## src/rtl/barcode_rdr.sv

```systemverilog
// rtl/barcode_rdr.sv - serial barcode station-ID reader
//
// Receives a start bit plus 8 data bits (MSB first) on BC. The low time of
// the start bit sets the sampling period; each data bit is sampled that many
// clocks after its own falling edge. Frames whose top two bits are not 00
// are discarded.
//
// Ports:
//   clk        system clock, all state updates on the rising edge
//   rst        asynchronous active-high reset
//   BC         serial barcode line, asynchronous to clk, idles high
//   clr_ID_vld one-cycle synchronous clear of ID_vld
//   ID         last received valid station ID
//   ID_vld     ID holds a valid, unconsumed station ID
module barcode_rdr #(
  parameter int CNT_W = 22
) (
  input  logic       clk,
  input  logic       rst,
  input  logic       BC,
  input  logic       clr_ID_vld,
  output logic [7:0] ID,
  output logic       ID_vld
);

  typedef enum logic [2:0] {
    IDLE,
    MEAS,
    WAIT_FALL,
    SAMPLE,
    DONE
  } state_t;

  state_t state, nxt;

  logic             bc_ff1, bc_s, bc_prev;
  logic             fall;
  logic [CNT_W-1:0] cnt;
  logic [CNT_W-1:0] period;
  logic [2:0]       bit_cnt;
  logic [7:0]       shift_reg;

  logic cnt_clr, cnt_inc, period_ld, bit_clr, shift_en, id_ld;
  logic cnt_max;

  // Flops preset to 1 so reset release never looks like a falling edge.
  always_ff @(posedge clk or posedge rst) begin
    if (rst) begin
      bc_ff1  <= 1'b1;
      bc_s    <= 1'b1;
      bc_prev <= 1'b1;
    end else begin
      bc_ff1  <= BC;
      bc_s    <= bc_ff1;
      bc_prev <= bc_s;
    end
  end

  assign fall    = bc_prev & ~bc_s;
  assign cnt_max = &cnt;

  always_ff @(posedge clk or posedge rst) begin
    if (rst) state <= IDLE;
    else     state <= nxt;
  end

  always_comb begin
    nxt       = state;
    cnt_clr   = 1'b0;
    cnt_inc   = 1'b0;
    period_ld = 1'b0;
    bit_clr   = 1'b0;
    shift_en  = 1'b0;
    id_ld     = 1'b0;
    unique case (state)
      IDLE: begin
        if (fall) begin
          cnt_clr = 1'b1;
          nxt     = MEAS;
        end
      end
      MEAS: begin
        if (cnt_max) begin
          nxt = IDLE;
        end else if (bc_s) begin
          // A zero-length start bit gives no usable sampling period.
          if (cnt == '0) begin
            nxt = IDLE;
          end else begin
            period_ld = 1'b1;
            bit_clr   = 1'b1;
            nxt       = WAIT_FALL;
          end
        end else begin
          cnt_inc = 1'b1;
        end
      end
      WAIT_FALL: begin
        if (cnt_max) begin
          nxt = IDLE;
        end else if (fall) begin
          cnt_clr = 1'b1;
          nxt     = SAMPLE;
        end else begin
          cnt_inc = 1'b1;
        end
      end
      SAMPLE: begin
        // Edges here are ignored; only the sample point matters.
        cnt_inc = 1'b1;
        if (cnt == period) begin
          shift_en = 1'b1;
          nxt      = (bit_cnt == 3'd7) ? DONE : WAIT_FALL;
        end
      end
      DONE: begin
        id_ld = (shift_reg[7:6] == 2'b00);
        nxt   = IDLE;
      end
      default: nxt = IDLE;
    endcase
  end

  // cnt saturates at all-ones so a stuck line is caught as a timeout.
  always_ff @(posedge clk or posedge rst) begin
    if (rst) begin
      cnt <= '0;
    end else if (cnt_clr) begin
      cnt <= '0;
    end else if (cnt_inc && !cnt_max) begin
      cnt <= cnt + 1'b1;
    end
  end

  always_ff @(posedge clk or posedge rst) begin
    if (rst) begin
      period    <= '0;
      bit_cnt   <= 3'd0;
      shift_reg <= 8'h00;
    end else begin
      if (period_ld) period <= cnt;
      if (bit_clr) begin
        bit_cnt <= 3'd0;
      end else if (shift_en) begin
        bit_cnt <= bit_cnt + 3'd1;
      end
      if (shift_en) shift_reg <= {shift_reg[6:0], bc_s};
    end
  end

  // A load in the same cycle as a clear wins.
  always_ff @(posedge clk or posedge rst) begin
    if (rst) begin
      ID     <= 8'h00;
      ID_vld <= 1'b0;
    end else if (id_ld) begin
      ID     <= shift_reg;
      ID_vld <= 1'b1;
    end else if (clr_ID_vld) begin
      ID_vld <= 1'b0;
    end
  end

endmodule

```

## config.mk

```make
export PLATFORM = sky130hd
export DESIGN_NAME = barcode_rdr
export DESIGN_NICKNAME = d
export VERILOG_FILES = /design/src/rtl/barcode_rdr.sv
export SDC_FILE = /design/constraint.sdc
export NUM_CORES = 1
export LEC_CHECK = 0
export BUFFER_PORTS_ARGS = -buffer_cell sky130_fd_sc_hd__buf_4
export CORE_MARGIN = 5
export CORE_UTILIZATION = 60
export CTS_BUF_LIST = sky130_fd_sc_hd__clkbuf_8
export CTS_CLUSTER_SIZE = 30
export DETAILED_ROUTE_END_ITERATION = 7
export PLACE_DENSITY = 0.78
export SKIP_CTS_REPAIR_TIMING = 1
export SLEW_MARGIN = 25
export SYNTH_ARGS = -nofsm -noshare
export SYNTH_HDL_FRONTEND = slang
export SYNTH_SLANG_ARGS = --single-unit
```

## constraint.sdc

```tcl
create_clock -name clk -period 5.7 [get_ports clk]
set_clock_uncertainty 0.05 [all_clocks]
set_input_delay 0.285 -clock clk [delete_from_list [all_inputs] [get_ports clk]]
set_output_delay 0.285 -clock clk [all_outputs]
set_load 0.005 [all_outputs]
```

; ---- Yosys cells after proc, flatten, opt, wreduce, memory -nomap -nowiden
; Index checks and enable logic that the tools add are counted.
[word_totals]
reg_bits = 70
in_bits = 4
out_inout_bits = 9
[op_classes]
add_sub_neg = 2
n_eq_ne = 10
muxes = 30
bitwise_logic = 2
n_reduce_logical = 10
[ops]
columns = cell, n
row1 = two-way mux 22 bit, 2
row2 = two-way mux 3 bit, 9
row3 = adder 22 x 1 -> 22 bit (second input constant), 1
row4 = equality test 22 bit, 1
row5 = zero test 22 bit, 1
row6 = AND reduction 22 bit, 1
row7 = two-way mux 1 bit, 15
row8 = case mux 3 bit (4 select lines), 1
row9 = equality test 3 x 2 -> 1 bit (second input constant), 2
row10 = equality test 3 bit (second input constant), 2
row11 = inequality test 3 bit (second input constant), 2
row12 = nonzero test 2 bit, 3
row13 = inequality test 2 bit (second input constant), 2
row14 = AND reduction 4 bit, 1
row15 = adder 3 x 1 -> 3 bit (second input constant), 1
row16 = equality test 3 x 1 -> 1 bit (second input constant), 1
row17 = zero test 3 bit, 1
row18 = case mux 1 bit (3 select lines), 1
row19 = zero test 2 bit, 1
row20 = two-way mux 2 bit, 1
row21 = case mux 1 bit (2 select lines), 1
row22 = AND 1 bit, 1
row23 = logical AND 1 bit, 1
row24 = zero test 1 bit, 1
row25 = NOT 1 bit, 1

; ---- Depth between registers and ports, before layout
; Gate-level depths: netlist of the first run.
[logic_depth]
word_depth = 8
ltp_mapped = 9

; ---- Least setup slack after synthesis of the first run
; Ideal clock, no wire load.
[synth_path]
path_kind = reg-to-reg
from = register cnt[0]
to = register period[10]
t_arrival_ns = 1.972
t_required_ns = 5.525
slack_ns = 3.553
stages_incl_launch_ff = 8
path_buffers = 1
synth_period_minus_slack_ns = 2.147
cell_sequence = dfrtp_1 > ha_1 > nand3_1 > or3_4 > nor3_4 > nor3_2 > buf_6 > mux2_2
[synth_via]
elab_chain_len = 5
elab_cells_between_ends = 6
classes_between = mux: 4 / reduce/logical: 2
[synth_lines]
columns = element, line_no
row1 = from (decl), 38  ; logic [CNT_W-1:0] cnt;
row2 = from (signal assigned), 131  ; cnt <= cnt + 1'b1;
row3 = zero test 22 bit, 87  ; if (cnt == '0) begin
row4 = two-way mux 1 bit, 87
row5 = two-way mux 1 bit, 85  ; end else if (bc_s) begin
row6 = two-way mux 1 bit (*), 83  ; if (cnt_max) begin
row7 = two-way mux 1 bit (*), 75  ; unique case (state)
row8 = to (signal assigned), 141  ; if (period_ld) period <= cnt;
row9 = to (decl), 39  ; logic [CNT_W-1:0] period;
; Every way passes the cells marked *; elsewhere a longest branch is shown, timed or not.
; A chain may end at the register's enable or synchronous reset.

; ---- Final worst setup path of the first run
[layout_path]
from = register cnt[0]
to = register period[1]
; Same word-level chain as after synthesis.

==> results by stage, run 1 <==
Status:
- The run finished with clean final reports.

GRT:
- Global routing consumed, over all layers together, around a fifth of the routing resources.
- The wire length of the first global-routing pass is 11900 µm.
- The initial antenna violation count came to 0.
- The number of global-route vias before repair is 2414.
- Entering global routing, the biggest net connects approximately 70 pins.
- The total congestion overflow after global routing is 0.

Route:
- Wires add up to 6910 µm.
- The number of remaining DRC errors is 0.
- The total vias in the final route is 2393.
- In this run the remaining antenna-violating nets after routing total 0.
- In the routed layout, each cell is associated on average with a via count of a little under 6.
- In the final routed layout, each cell accounts on average for approximately 17 µm.
- The detailed-routing iteration count for the pre-antenna-repair pass is 4.
- The first routing iteration left 180 violations.

Logic synthesis:
- Yosys mapped a number of flops with a built-in enable equal to 0.
- In the post-synthesis netlist, the biggest area contributors are sky130_fd_sc_hd__dfrtp_1 48%, sky130_fd_sc_hd__mux2_2 12%, sky130_fd_sc_hd__xnor2_1 8.0%.
- The number of distinct library cells after synthesis is 47.
- The compound-gate portion of the synthesized area is between 5 and 6%.
- After Yosys synthesis, full adders, half adders and majority gates account for ~1.4% of the synthesized area.
- The fraction of synthesis flops using an asynchronous set or reset pin is 100%.
- The post-synthesis cell type with the largest combined area is sky130_fd_sc_hd__dfrtp_1.
- The share of the synthesized area in the top cell type is between 40% and 50%.
- Yosys printed 0 warnings.
- The area share of xor/xnor cells in the synthesized design is about 9%.
- The combinational family with the most area after synthesis is simple AND/OR/NAND/NOR gates.
- The most used flip-flop cell after synthesis is sky130_fd_sc_hd__dfrtp_1.
- The fraction of synthesized area in multiplexers is 11.9%.
- The share of the Yosys chip area taken by registers is around half.
- Sorting the synthesized cells by how often they occur yields 67 x sky130_fd_sc_hd__dfrtp_1, 36 x sky130_fd_sc_hd__mux2_2, 32 x sky130_fd_sc_hd__xnor2_1.
- The cell area that synthesis handed to floorplanning was roughly 3500 µm².
- The synthesized net count is ~330.
- The synthesized area per cell is 10.8 µm².
- Summing the areas of all and, or, nand and nor instances in the mapped netlist gives 17.1% of the synthesized area.
- After technology mapping, the gate count stands at between 300 and 400.
- By instance count, the leading cell after synthesis is sky130_fd_sc_hd__dfrtp_1.
- The register bit total from synthesis is 70.

Setup path:
- Counting cells, the worst reg-to-reg path comes to 7.
- The endpoint identified for the worst register-to-register timing path is period[1].
- STA puts the critical path data required time at 5.88 ns.
- The worst setup path is of the flip-flop to flip-flop kind.
- The delay of the slowest cell on the worst path is roughly 0.53 ns.
- For this design, the slowest cell found on the critical path is sky130_fd_sc_hd__nor3_4.
- The data arrival time of the worst path is roughly 3 ns.
- The worst setup path is captured at a flip-flop.
- The largest fanout on the critical path is 16.
- In this run the critical register-to-register path is launched from cnt[0].
- By instance count, the cell type seen most on the critical path is sky130_fd_sc_hd__nor3_4.
- Walking the worst path, the cells encountered are ha_1 -> nand3_1 -> or3_4 -> nor3_4 -> nor3_4 -> buf_8 -> mux2_2.
- The critical path launch point type is a flip-flop.
- Across all register-to-register paths, the minimum setup slack is 2.95 ns.

Floorplan:
- The die boundary height is about 86 µm.
- Once the floorplan was initialized, standard cells occupied between 60% and 70% of the core.
- The count of boundary I/O pins is 13.
- The die is about 86 µm wide.
- The number of rows in the core area is 27.
- The area of the die is between 7000 and 8000 µm².
- The core area is 5570 µm².

Timing:
- The final setup violation count is 0.
- The final-report hold violation count is 0.
- Setup repair after global routing left no endpoint under its margin.
- For the pin with the worst max-slew slack, the measured transition is 0.962 ns.
- The count of pins over their slew limit is 0.
- The final critical path takes up about half of the cycle.
- The top achievable clock speed is around 0.36 GHz.
- The clock period minus worst slack is 2.75 ns.
- The setup TNS is 0 ns.
- In this run the tightest slew margin relative to its limit is 35.7%.

Pwr:
- The standby leakage power is around 1.7 nW.
- The power per cell area is 376 nW/µm².
- The worst-case IR drop observed on VDD is about 0.29 mV.

Clock network:
- The CTS sink count is 70.
- Clock tree synthesis selected as its root buffer the cell sky130_fd_sc_hd__clkbuf_8.
- Clock-pin slew was measured on the worst setup and hold paths at roughly 0.08 ns.
- The source-to-sink clock delay at the later pin of the worst-skew pair is 0.35 ns.
- The clock passes through at most 2 buffers.
- In this run the number of H-tree levels came out at 3.
- Counting the buffers created by CTS gives 9.
- The CTS tree is yes.

Run:
- The tool flagged a number of max-cap violations equal to 0.

Placed design:
- The number of I/O port buffers is 12.
- The weighted congestion at the end of routability-driven global placement is 0.923.
- The placed instances occupy a cell area of between 3000 and 4000 µm².
- After legalization and detailed placement, the total HPWL measured roughly 4700 µm.

Final layout:
- In the final layout, the registers with the most flip-flops are cnt: 22 flops, period: 22 flops.
- The growth of design area from synthesis to finish is 10.3%.
- The post-route netlist has a little under a quarter of its cells at a drive strength greater than 1.
- With fillers left out, the area of the finished cells amounts to just under 4000 µm².
- The antenna diode count is 0.
- The utilization of the core after routing is about 70%.
- The number of nets in the layout is between 300 and 400.

Hold path:
- The min-delay analysis places its worst path in the category input port to async pin.
## report_power, final
part / internal [mW] / switching, mW
sequential: 0.559 / 0.0623
clock: 0.303 / 0.192
combinational: 0.148 / 0.188
total: 1.01 / 0.442
## routing by layer
layer / part of all wire, % / up-vias / GRT usage (%)
li1: - / 1139 / -
met1: 47 / 1171 / 29.1
met2: 45 / 70 / 30.9
met3: 6.3 / 13 / 4.56
met4: 1.4 / 0 / 6.80
met5: 0 / - / 0
## placed cells by master (no fill, tap or decap), types with 3 or more instances in the layout
cell type                   synthesis  layout
sky130_fd_sc_hd__clkbuf_8           0      10
sky130_fd_sc_hd__nor2_1            22      22
sky130_fd_sc_hd__buf_4              1      14
sky130_fd_sc_hd__o21ai_0           15      15
sky130_fd_sc_hd__ha_1               4       4
sky130_fd_sc_hd__nand3_1            9       9
sky130_fd_sc_hd__or2_2              4       4
sky130_fd_sc_hd__nand2_1           23      23
sky130_fd_sc_hd__and3_1             3       3
sky130_fd_sc_hd__bufinv_16          0       3
sky130_fd_sc_hd__nand4_1           12      12
sky130_fd_sc_hd__dfrtp_1           67      67
sky130_fd_sc_hd__dfstp_2            3       3
sky130_fd_sc_hd__nor3_1            12      12
sky130_fd_sc_hd__xor2_1             4       4
sky130_fd_sc_hd__xnor2_1           32      32
sky130_fd_sc_hd__nor4_1             9       9
sky130_fd_sc_hd__nor4b_1            3       3
sky130_fd_sc_hd__a21oi_1            3       3
sky130_fd_sc_hd__inv_1             10      10
sky130_fd_sc_hd__mux2_2            36      36
sky130_fd_sc_hd__nor2b_1            3       3
## area by class of cell
| type | instances | area, µm² |
|---|---|---|
| Inverter | 10 | 37.5 |
| Multi-Input combinational cell | 221 | 1600 |
| Fill cell | 426 | 1720 |
| Timing Repair Buffer | 16 | 130 |
| Tap cell | 72 | 90.1 |
| Sequential cell | 70 | 1760 |
| Clock inverter | 6 | 111 |
| Clock buffer | 10 | 138 |
## worst max-delay path: cells and delay by family, from the launching register on
kind	cells	cell delay, ns
simple gates	4	1.39
flops	1	0.46
buf+inv	1	0.22
mux	1	0.28
fa+ha+maj	1	0.24
## worst max-delay path by stage
stage | startpoint | end | slack, ns | depth (start not counted)
global route | cnt[0] | period[1] | 2.82 | 7
global placement | cnt[0] | period[0] | 3.08 | 6
floorplan | cnt[0] | period[10] | 3.55 | 7
detailed placement | cnt[0] | period[1] | 3.00 | 6
CTS | cnt[0] | period[1] | 2.99 | 6
finish | cnt[0] | period[1] | 2.95 | 7
## stage by stage
stage,cells,hold WS (ns),power (mW),setup WS (ns)
final,405,0.144,1.45,2.95
after detailed placement,387,0.299,0.963,3.00
after CTS,403,-0.0221,1.46,2.99
after global placement,387,0.295,0.939,3.08
after global routing,405,0.182,1.53,2.82
after floorplan,323,0.239,0.884,3.55
## cells by family after synthesis
group | after synthesis
mux | 37
xor+xnor | 36
simple gates | 111
flops | 70
buf+inv | 32
fa+ha+maj | 4
compound gates | 33
Power figures use the tool's default switching activity.
==> run 2, diff against run 1 <==
==> constraint.sdc (replaced) <==
create_clock -name clk -period 2.7 [get_ports clk]
set_clock_uncertainty 0.05 [all_clocks]
set_input_delay 0.135 -clock clk [delete_from_list [all_inputs] [get_ports clk]]
set_output_delay 0.135 -clock clk [all_outputs]
set_load 0.005 [all_outputs]
==> run 2 against run 1 <==
  * Wire length is 1.3% higher
  * Fmax up 16%
  * Worst setup slack got worse by 2.6 ns
  * Via count is 2.8% higher
  * Cell count up 2.5%
  * Hold slack lost 0.13 ns
  * First-iteration DRC count up 26%
  * Clock power rose by 69%
  * Die area stayed put
  * Global-route usage grew 0.97 points
  * Sequential share of layout area down 0.25 points
  * Flip-flop and latch count stayed put
==> results by stage, run 2 (synthesis results as in run 1) <==
Timing:
- Setup repair after global routing left no endpoint under its margin.
- The count of pins over their slew limit was 0.
- Measured against its own limit, the worst slew margin works out to about a third.
- The top achievable clock speed is around 0.42 GHz.
- The worst hold slack across all endpoints is about 0.013 ns.
- The slew at the pin with the worst max-slew slack is just under 1 ns.
- The final-report hold violation count was 0.
- The clock period minus worst slack is 2.36 ns.
- After layout, the worst path uses 87.5% of the clock period.
- The setup TNS is 0 ns.
- The final setup violation count is 0.

Pwr:
- The cell internal power dissipation is 1.98 mW.
- The share of total power dissipated in the clock network is between 20% and 30%.
- The analysis attributes to net switching a power of about 0.90 mW.
- The worst-case IR drop observed on VDD is between 0.5 and 0.6 mV.
- Combinational logic is responsible for between 20% and 30% of the overall power.
- The standby leakage power is ~1.8 nW.
- The sequential group share of total power is between 40% and 50%.
- The power per cell area is 743 nW/µm².
- The switching portion of total power is between 30 and 40%.
- The overall power of the completed layout is slightly below 3 mW.

Final layout:
- The cell area after layout is 3880 µm².
- The filler cells instantiated in the layout total around 430.
- The net count of the finished layout is ~350.
- The ratio of cells with drive above 1 in the final layout is 25.4%.
- The growth of design area from synthesis to finish is 10.9%.
- The top cell types in the final layout, fill and taps aside, are 67 x sky130_fd_sc_hd__dfrtp_1, 36 x sky130_fd_sc_hd__mux2_2, 32 x sky130_fd_sc_hd__xnor2_1.
- Summing all multi-input logic gate instances after layout gives 1600 µm².
- In the final layout, the registers with the most flip-flops are cnt: 22 flops, period: 22 flops.
- The area occupied by registers is ~1800 µm².
- The antenna diode count is 0.
- The commonest non-fill, non-tap cell in the layout is sky130_fd_sc_hd__dfrtp_1.

GRT:
- The first global-routing pass estimated ~12000 µm of wire.
- The total congestion overflow after global routing is 0.
- Entering global routing, the biggest net connects 26 pins.
- The number of global-route vias before repair is 2503.
- The initial antenna violation count is 0.
- Global routing used between 20% and 30% of the available tracks across all layers.

Clock network:
- The clock-pin slew reported for the worst setup and hold paths after clock tree synthesis is ~0.070 ns.
- Buffers inserted during clock tree synthesis total 9.
- Clock tree synthesis selected as its root buffer the cell sky130_fd_sc_hd__clkbuf_8.
- The maximum level of the CTS H-tree is 3.
- The number of buffers on the longest clock path is 2.
- The CTS tree is yes.
- The CTS sink count is 70.
- At the later pin of the worst-skew pair, clock insertion delay measures 0.35 ns.

Setup path:
- Data on the critical path is required at its endpoint by about 2.9 ns.
- The critical path launch point type is a flip-flop.
- The worst reg2reg path endpoint is period[8].
- In this run the worst setup path begins at cnt[1].
- The setup slack of the most critical reg-to-reg path is roughly 0.34 ns.
- The data arrival time of the worst path is 2.55 ns.
- Along the worst path, the maximum fanout reaches 14.
- The worst setup path is captured at a flip-flop.
- The start-to-end type of the worst setup path is flip-flop to flip-flop.
- The end point of the critical path is period[8].
- Measured in cells, the most critical reg-to-reg path has a length of 7.
- The start of the worst register-to-register path is cnt[1].

Floorplan:
- The initial standard-cell utilization of the core is a little over three fifths.
- The core area is between 5000 and 6000 µm².
- The area of the die is 7460 µm².
- During I/O placement, the number of pins put on the boundary was 13.
- The width of the die is approximately 86 µm.
- The floorplan step set the die height to 86.3 µm.
- The number of rows in the core area is 27.

Route:
- The count of nets left with antenna violations after detail routing is 0.
- The average wire length per cell after detail routing is roughly 17 µm.
- The number of remaining DRC errors is 0.
- The routed layout has between 2000 and 2500 vias.
- After detailed routing, the total wire length is about 7000 µm.
- The detailed router finished its first iteration with 227 violations.
- The first detailed-routing pass ran for 5 iterations.
- The post-detailed-route via-to-cell ratio is roughly 5.9.

Status:
- The run finished with clean final reports.

Placed design:
- The detailed-placement wirelength estimate is 5010 µm.
- After detailed placement, the total cell area comes to about 3700 µm².
- The weighted congestion at the end of routability-driven global placement is approximately 0.96.
- The number of I/O port buffers is 12.

Run:
- Across the run, the number of max-cap violations was 0.

Hold path:
- The worst hold-check path type is input port to flip-flop.
==> run 2: worst min-delay path by stage <==
stage                          start  depth (start not counted)  slack [ns]          to
after floorplan                   BC                          0        0.09      bc_ff1
after global routing      clr_ID_vld                          3        0.01      ID_vld
after CTS                        rst                          2       -0.22  bit_cnt[2]
final                     clr_ID_vld                          3        0.01      ID_vld
after detailed placement         rst                          2        0.16  bit_cnt[1]
after global placement           rst                          2        0.15  bit_cnt[2]
==> run 2: power groups by stage <==
stage | Clock, mW | Combinational (mW) | Sequential (mW)
6_report | 0.835 | 0.740 | 1.31
5_1_grt | 0.908 | 0.835 | 1.33
4_1_cts | 0.854 | 0.739 | 1.31
3_5_place_dp | 0 | 0.731 | 1.33
3_3_place_gp | 0 | 0.711 | 1.31
2_1_floorplan | 0 | 0.580 | 1.29
==> run 2: cell type report <==
class	count	share of cell area, %
multi-input combinational	221	41.1
inverter	10	0.967
clock buffer	11	3.90
tap	72	2.32
clock inverter	5	1.29
timing repair buffer	26	5.16
sequential	70	45.2
==> run 2: routing by layer <==
layer / part of all wire (%) / GRT usage (%) / wire, µm
met5: 0 / 0 / 0
met2: 47 / 32.0 / 3280
met1: 44 / 29.4 / 3100
met3: 6.7 / 6.84 / 469
met4: 2.1 / 7.51 / 148
==> run 2: through the flow <==
stage / util (%) / cells / worst slack [ns]
after detailed placement: 65.6 / 397 / 0.347
final: 69.6 / 415 / 0.336
after CTS: 69.2 / 413 / 0.334
after floorplan: - / 323 / 0.553
after global placement: 65.6 / 397 / 0.383
after global routing: 69.6 / 415 / 0.115
==> run 2: critical path: stages (launching register included) <==
cell	delay (ns)
sky130_fd_sc_hd__dfrtp_1	0.44
sky130_fd_sc_hd__ha_1	0.23
sky130_fd_sc_hd__nand3_1	0.14
sky130_fd_sc_hd__or3_4	0.47
sky130_fd_sc_hd__nor3_4	0.32
sky130_fd_sc_hd__nor3_4	0.08
sky130_fd_sc_hd__buf_4	0.22
sky130_fd_sc_hd__mux2_2	0.29
